`src/rtl/tx_gearbox_pkg.sv`:
```
// ---------------------------------------------------------------------------
// tx_gearbox_pkg
// Shared definitions for the TX 66->32 gearbox write-side controller:
//   BLOCK_W     width of one encoded 64b/66b block
//   IDLE_BLOCK  control-header block carrying eight idle characters
//   gb_state_e  controller FSM states
//   gray2bin    Gray to binary conversion (up to 32 bits, upper bits zero)
// ---------------------------------------------------------------------------
package tx_gearbox_pkg;

  localparam int BLOCK_W = 66;

  // Sync header 2'b01 (control), block type 0x1E, all-idle payload.
  localparam logic [BLOCK_W-1:0] IDLE_BLOCK = {56'h0, 8'h1E, 2'b01};

  typedef enum logic [1:0] {
    ST_HOLD    = 2'd0,
    ST_PRIME   = 2'd1,
    ST_RUN     = 2'd2,
    ST_RECOVER = 2'd3
  } gb_state_e;

  // Each binary bit is the XOR of all Gray bits at or above it; the
  // shift-and-fold form does that in log2(32) steps.
  function automatic logic [31:0] gray2bin(input logic [31:0] g);
    logic [31:0] b;
    b = g;
    for (int s = 1; s < 32; s = s * 2) begin
      b = b ^ (b >> s);
    end
    return b;
  endfunction

endpackage

```
`src/rtl/gray_ptr_sync.sv`:
```
// ---------------------------------------------------------------------------
// gray_ptr_sync
// Brings a Gray-coded pointer from a foreign clock domain into clk through a
// two-flop synchronizer and converts it to binary.
// Ports:
//   clk      destination clock
//   reset_n  asynchronous active-low reset (synchronizer flops clear to 0)
//   ptr_g    Gray-coded pointer, asynchronous to clk
//   ptr_bin  synchronized binary pointer (two cycles stale)
// ---------------------------------------------------------------------------
module gray_ptr_sync
  import tx_gearbox_pkg::*;
#(
  parameter int W = 3
) (
  input  logic         clk,
  input  logic         reset_n,
  input  logic [W-1:0] ptr_g,
  output logic [W-1:0] ptr_bin
);

  logic [W-1:0] sync_p0;
  logic [W-1:0] sync_p1;

  // Stage p0: first capture of the asynchronous pointer (may go metastable)
  // Stage p1: settled copy used by the conversion
  always_ff @(posedge clk or negedge reset_n) begin
    if (!reset_n) begin
      sync_p0 <= '0;
      sync_p1 <= '0;
    end else begin
      sync_p0 <= ptr_g;
      sync_p1 <= sync_p0;
    end
  end

  assign ptr_bin = W'(gray2bin(32'(sync_p1)));

endmodule

```
`src/rtl/tx_gearbox_ctrl.sv`:
```
// ---------------------------------------------------------------------------
// tx_gearbox_ctrl
// Write-side controller for the TX 66->32 async gearbox. Holds the gearbox in
// reset, primes it with idle blocks, then forwards encoded blocks while
// watching occupancy (local write count minus synchronized read count).
// Underrun, overflow or a forced request restarts the gearbox.
//
// Build option: define TX_GB_CTRL_STATS_EN to keep the saturating restart
// counter; without it restart_cnt is constant 0.
//
// Ports:
//   clk            156.25 MHz block clock
//   reset_n        asynchronous active-low reset
//   enc_data       encoded block from the scrambler (sync header in [1:0])
//   enc_valid      enc_data valid
//   enc_ready      block accepted this cycle (high while in RUN)
//   gb_data        block to the gearbox write port
//   gb_valid       gearbox write strobe
//   gb_reset       active-high gearbox reset
//   rd_ptr_g       Gray-coded gearbox read row count (async to clk)
//   force_restart  one-cycle restart request (honoured in PRIME/RUN)
//   link_up        high while in RUN
//   err_underrun   one-cycle pulse on entering RECOVER for underrun
//   err_overflow   one-cycle pulse on entering RECOVER for overflow
//   restart_cnt    saturating count of error-caused restarts
// ---------------------------------------------------------------------------
module tx_gearbox_ctrl
  import tx_gearbox_pkg::*;
#(
  parameter int  GB_DEPTH     = 4,
  parameter int  HOLD_CYCLES  = 16,
  parameter int  PRIME_CYCLES = 32,
  localparam int PW           = $clog2(GB_DEPTH)
) (
  input  logic               clk,
  input  logic               reset_n,
  input  logic [BLOCK_W-1:0] enc_data,
  input  logic               enc_valid,
  output logic               enc_ready,
  output logic [BLOCK_W-1:0] gb_data,
  output logic               gb_valid,
  output logic               gb_reset,
  input  logic [PW:0]        rd_ptr_g,
  input  logic               force_restart,
  output logic               link_up,
  output logic               err_underrun,
  output logic               err_overflow,
  output logic [7:0]         restart_cnt
);

  localparam int CNT_MAX = (HOLD_CYCLES > PRIME_CYCLES) ? HOLD_CYCLES : PRIME_CYCLES;
  localparam int CNT_W   = $clog2(CNT_MAX + 1);
  localparam logic [PW:0] DEPTH_OCC = (PW+1)'(GB_DEPTH);

  gb_state_e        state;
  gb_state_e        state_nxt;
  logic [CNT_W-1:0] cyc_cnt;
  logic [PW:0]      wr_cnt;
  logic [PW:0]      rd_cnt;
  logic [PW:0]      occ;
  logic             ovf_det;
  logic             unf_det;

  gray_ptr_sync #(
    .W (PW+1)
  ) u_rd_sync (
    .clk     (clk),
    .reset_n (reset_n),
    .ptr_g   (rd_ptr_g),
    .ptr_bin (rd_cnt)
  );

  // Modular difference; the read side is seen two cycles late, so this
  // over-reports occupancy and that bias is deliberately left in.
  assign occ = wr_cnt - rd_cnt;

  always_comb begin
    state_nxt = state;
    ovf_det   = 1'b0;
    unf_det   = 1'b0;
    case (state)
      ST_HOLD: begin
        if (cyc_cnt == CNT_W'(HOLD_CYCLES - 1)) state_nxt = ST_PRIME;
      end
      ST_PRIME: begin
        if (force_restart) begin
          state_nxt = ST_HOLD;
        end else if (cyc_cnt == CNT_W'(PRIME_CYCLES - 1)) begin
          // Overflow is tested first so it wins any tie.
          if (occ >= DEPTH_OCC) begin
            ovf_det   = 1'b1;
            state_nxt = ST_RECOVER;
          end else if (occ == '0) begin
            unf_det   = 1'b1;
            state_nxt = ST_RECOVER;
          end else begin
            state_nxt = ST_RUN;
          end
        end
      end
      ST_RUN: begin
        if (force_restart) begin
          state_nxt = ST_HOLD;
        end else if (occ >= DEPTH_OCC) begin
          ovf_det   = 1'b1;
          state_nxt = ST_RECOVER;
        end else if (occ == '0) begin
          unf_det   = 1'b1;
          state_nxt = ST_RECOVER;
        end
      end
      ST_RECOVER: state_nxt = ST_HOLD;
      default:    state_nxt = ST_HOLD;
    endcase
  end

  // Stage p0: state, counters and every control output registered from the
  // state being entered, so outputs change on the same edge as the state.
  always_ff @(posedge clk or negedge reset_n) begin
    if (!reset_n) begin
      state        <= ST_HOLD;
      cyc_cnt      <= '0;
      wr_cnt       <= '0;
      gb_reset     <= 1'b1;
      gb_valid     <= 1'b0;
      enc_ready    <= 1'b0;
      link_up      <= 1'b0;
      err_underrun <= 1'b0;
      err_overflow <= 1'b0;
    end else begin
      state <= state_nxt;
      if (state_nxt != state) begin
        cyc_cnt <= '0;
      end else if (state == ST_HOLD || state == ST_PRIME) begin
        cyc_cnt <= cyc_cnt + 1'b1;
      end
      // Counts completed gearbox writes; cleared for the whole HOLD period
      // so a fresh PRIME always starts from row 0.
      if (state == ST_HOLD) begin
        wr_cnt <= '0;
      end else begin
        wr_cnt <= wr_cnt + (PW+1)'(gb_valid);
      end
      gb_reset     <= (state_nxt == ST_HOLD);
      gb_valid     <= (state_nxt == ST_PRIME) || (state_nxt == ST_RUN);
      enc_ready    <= (state_nxt == ST_RUN);
      link_up      <= (state_nxt == ST_RUN);
      err_underrun <= unf_det;
      err_overflow <= ovf_det;
    end
  end

  // Stage p0 data: enc_ready mirrors "currently in RUN", so a block is taken
  // only when it was offered while the controller advertised ready.
  always_ff @(posedge clk or negedge reset_n) begin
    if (!reset_n) begin
      gb_data <= '0;
    end else if (state_nxt == ST_RUN) begin
      gb_data <= (enc_ready && enc_valid) ? enc_data : IDLE_BLOCK;
    end else if (state_nxt == ST_PRIME) begin
      gb_data <= IDLE_BLOCK;
    end else begin
      gb_data <= '0;
    end
  end

`ifdef TX_GB_CTRL_STATS_EN
  function automatic logic [7:0] sat_inc8(input logic [7:0] v);
    return (v == 8'hFF) ? v : v + 8'd1;
  endfunction

  logic [7:0] restart_cnt_q;

  always_ff @(posedge clk or negedge reset_n) begin
    if (!reset_n) begin
      restart_cnt_q <= '0;
    end else if (ovf_det || unf_det) begin
      restart_cnt_q <= sat_inc8(restart_cnt_q);
    end
  end

  assign restart_cnt = restart_cnt_q;
`else
  assign restart_cnt = 8'h00;
`endif

endmodule
```
`config.mk`:
```
export PLATFORM = sky130hd
export DESIGN_NAME = tx_gearbox_ctrl
export DESIGN_NICKNAME = d
export VERILOG_FILES = /design/src/rtl/tx_gearbox_pkg.sv /design/src/rtl/gray_ptr_sync.sv /design/src/rtl/tx_gearbox_ctrl.sv
export SDC_FILE = /design/constraint.sdc
export NUM_CORES = 1
export LEC_CHECK = 0
export BUFFER_PORTS_ARGS = -buffer_cell sky130_fd_sc_hd__buf_2
export CORE_MARGIN = 2
export CORE_UTILIZATION = 47
export DETAILED_ROUTE_END_ITERATION = 7
export PLACE_DENSITY = 0.8
export SYNTH_ARGS = -nofsm -noshare
export SYNTH_HDL_FRONTEND = slang
export SYNTH_HIERARCHICAL = 1
export SYNTH_SLANG_ARGS = --single-unit
```
`constraint.sdc`:
```
create_clock -name clk -period 4.1 [get_ports clk]
set_input_delay 0.205 -clock clk [delete_from_list [all_inputs] [get_ports clk]]
set_output_delay 0.205 -clock clk [all_outputs]
set_load 0.05 [all_outputs]
```
==> run metrics <==
status=completed; Routed WL=between 6000 and 7000 um; yosys warns=6; Via density=roughly 4.5; final setup fails=0; fin crit share=0.770; vias in the first global route=approximately 2500; CTS root buffer=clkbuf_8; Post-Synthesis Cells=between 200 and 300; Avg Cell Area, Syn=approximately 13 um^2; sum of negative setup slack=0 ns; CTS tree=done; drt drc=0; Async SR Flop Fraction=1.00; drt wl/cell=roughly 13 um; register-to-register setup slack=~0.94 ns; HP Class=input pin to asynchronous set/reset pin; pin count of the biggest net entering global routing=roughly 90; kind of critical path=flip-flop to flip-flop; Crit. Startpoint=u_rd_sync/sync_p1[2]; Max Root-Sink Buffers=2; critical path cell sequence=xor3_1 > ha_1 > nor2b_1 > nor3_4 > nor4b_1 > o21ai_0 > nand2_1 > ha_1 > and3_1 > buf_4 > and2_1; total grt overflow=0; slowest stage delay, CP=approximately 0.45 ns; Post-synth EDFFs=0; largest area contributor in the netlist=dfrtp_1; Power Density=438 nW/um^2; Tot GR Track Use=0.179; area of the core=between 7000 and 8000 um^2; hold_ws=roughly 0.0095 ns; post-CTS setup buffers=0; startpoint types=flip-flop; placed cell areas=4210 um^2; H-tree lvl count=3; worst r2r path cells=11; crit path time final=3.16 ns; ANT cells=0; Synth area leaders=dfrtp_1 (63%), and2_1 (11%), ha_1 (3.6%); area share of the largest cell type after synthesis=0.630; Max-slew headroom=0.302; critical path's slowest cell=xor3_1; Fill cells=about 600; share of cells above drive strength 1=0.409; Distinct cells, synth=44; RD Place Congestion=0.935; RSZ-0062 raised after global routing=no; fin area=4430 um^2; synthesized area=around 3500 um^2; Req. time, crit path=about 4.4 ns; Clock Latency Late Sink=0.36 ns; final net count=503; area grow syn2layout=28.2%; post-route ant nets=0; initial antenna violation count=0; most frequent CP cell=ha_1; maximum VDD drop=0.000229 V; Worst-Margin Slew=approximately 1.0 ns; initial core utilization=0.482; vias post-DR=~2400; Num CTS Buffers=9; Max Fclk=317 MHz; first-pass GRT wire length=~11000 um; area of the multi-input gates=1120 um^2; reg2reg end=gb_data[63]; number of synthesized register bits=~90; worst path arrival time=around 3.5 ns; detailed placer's ending HPWL=roughly 5000 um; die height=about 90 um; Synth Flop Type=dfrtp_1; register area share after synthesis=0.638; clock tree sinks=88; CP Capture Type=flip-flop; die area=between 8000 and 9000 um^2; Max FO, Critical Path=61; Detailed Routing Iterations Pass 1=5; Max-cap violations=0; worst r2r src=u_rd_sync/sync_p1[2]; Die X=~90 um; FP Rows=31; Initial DRC Count=73; I/O pin total=153; Hold Fails Final Rpt=0; Port Buffer Count=approximately 140; FF/Latch Area=approximately 2200 um^2; leakage=roughly 2.5 nW; Pins Over Slew Limit=0; Worst-path clk slew=~0.09 ns; Layout Skew=about 0.014 ns
[registers in the layout (all words and copies together), names as in the netlist]
name and flops:
cyc_cnt 6, err_overflow 1, err_underrun 1, gb_data 66, gb_reset 1, gb_valid 1, link_up 1, state 2
u_rd_sync/sync_p0 3, u_rd_sync/sync_p1 3, wr_cnt 3
[per-stage QoR]
| stage | util | setup slack (ns) | total power, mW | instances |
|---|---|---|---|---|
| detailed placement | 0.586 | 0.953 | 1.38 | 505 |
| finish | 0.618 | 0.943 | 1.94 | 524 |
| global route | 0.618 | 0.709 | 2.05 | 524 |
| CTS | 0.618 | 0.931 | 1.97 | 524 |
| global placement | 0.586 | 1.10 | 1.37 | 505 |
| floorplan | - | 1.31 | 1.28 | 281 |
[cells in the final DEF (no fill, tap or decap), types with 3 or more instances in the layout]
master,count
inv_6,3
xnor2_1,4
conb_1,8
clkbuf_8,10
inv_1,9
dlygate4sd3_1,3
xor2_1,4
and2_1,62
nor4_1,6
buf_2,143
nand4_1,3
dfrtp_1,87
ha_1,10
nand2_1,5
o21ai_0,4
nor2_1,24
[kinds of logic (layout without fill, tap and decap cells)]
family | after synthesis | after routing | share of synthesized area
and+or+nand+nor | 120 | 120 | 0.210
xor gates and xnor gates | 10 | 10 | 0.0319
AOI/OAI and AO/OA | 15 | 15 | 0.0329
muxes | 1 | 1 | 0.00290
adders and majority gates | 10 | 10 | 0.0362
other | 1 | 8 | 0.00109
DFF | 88 | 88 | 0.638
buffers and inverters | 29 | 173 | 0.0471
[power by group]
| group | switching [mW] | internal [mW] |
|---|---|---|
| combinational | 0.259 | 0.136 |
| sequential | 0.0413 | 0.924 |
| clock | 0.331 | 0.252 |
[how the worst max path moves through the flow]
stage / to / slack [ns] / cells after the start
2_1_floorplan: gb_data[10] / 1.31 / 11
3_3_place_gp: gb_data[25] / 1.10 / 10
3_5_place_dp: gb_data[29] / 0.95 / 11
4_1_cts: gb_data[9] / 0.93 / 11
5_1_grt: gb_data[64] / 0.71 / 11
6_report: gb_data[63] / 0.94 / 11
[Yosys cell counts (2+ instances only)]
cell and instances:
dfrtp_1 87, and2_1 62, nor2_1 24, buf_4 10, ha_1 10, inv_1 9
clkbuf_1 7, nor4_1 6, nand2_1 5, o21ai_0 4, xnor2_1 4, xor2_1 4
nand4_1 3, and2b_2 2, and3_1 2, buf_6 2, nor2b_1 2, nor3_1 2
nor4_2 2, o31ai_1 2, o32ai_1 2
[critical path: cells and delay by family (launching register included)]
kind | cells | cell delay (ns)
fa+ha+maj | 2 | 0.41
compound gates | 1 | 0.21
xor+xnor | 1 | 0.45
flops | 1 | 0.43
simple gates | 6 | 1.19
buf+inv | 1 | 0.38
[per-layer routing]
metal  wire [um]  part of all wire  track usage
met5           0                 0            0
met4         106             0.016       0.0692
met3         646             0.096       0.0754
met2        3340              0.50        0.300
met1        2650              0.39        0.205
[layout make-up]
cell class                      count  area share
Timing Repair Buffer              148       0.172
Clock buffer                       10      0.0311
Clock inverter                      6      0.0127
Inverter                            9     0.00762
Sequential cell                    88       0.497
Multi-Input combinational cell    164       0.252
Tap cell                           99      0.0280
[repair_timing]
item,in CTS,in global routing
endpoints found under the setup margin,0,0
resized for setup,0,0
endpoints found under the hold margin,3,0
hold buffers,3,0
Power figures use the tool's default switching activity.
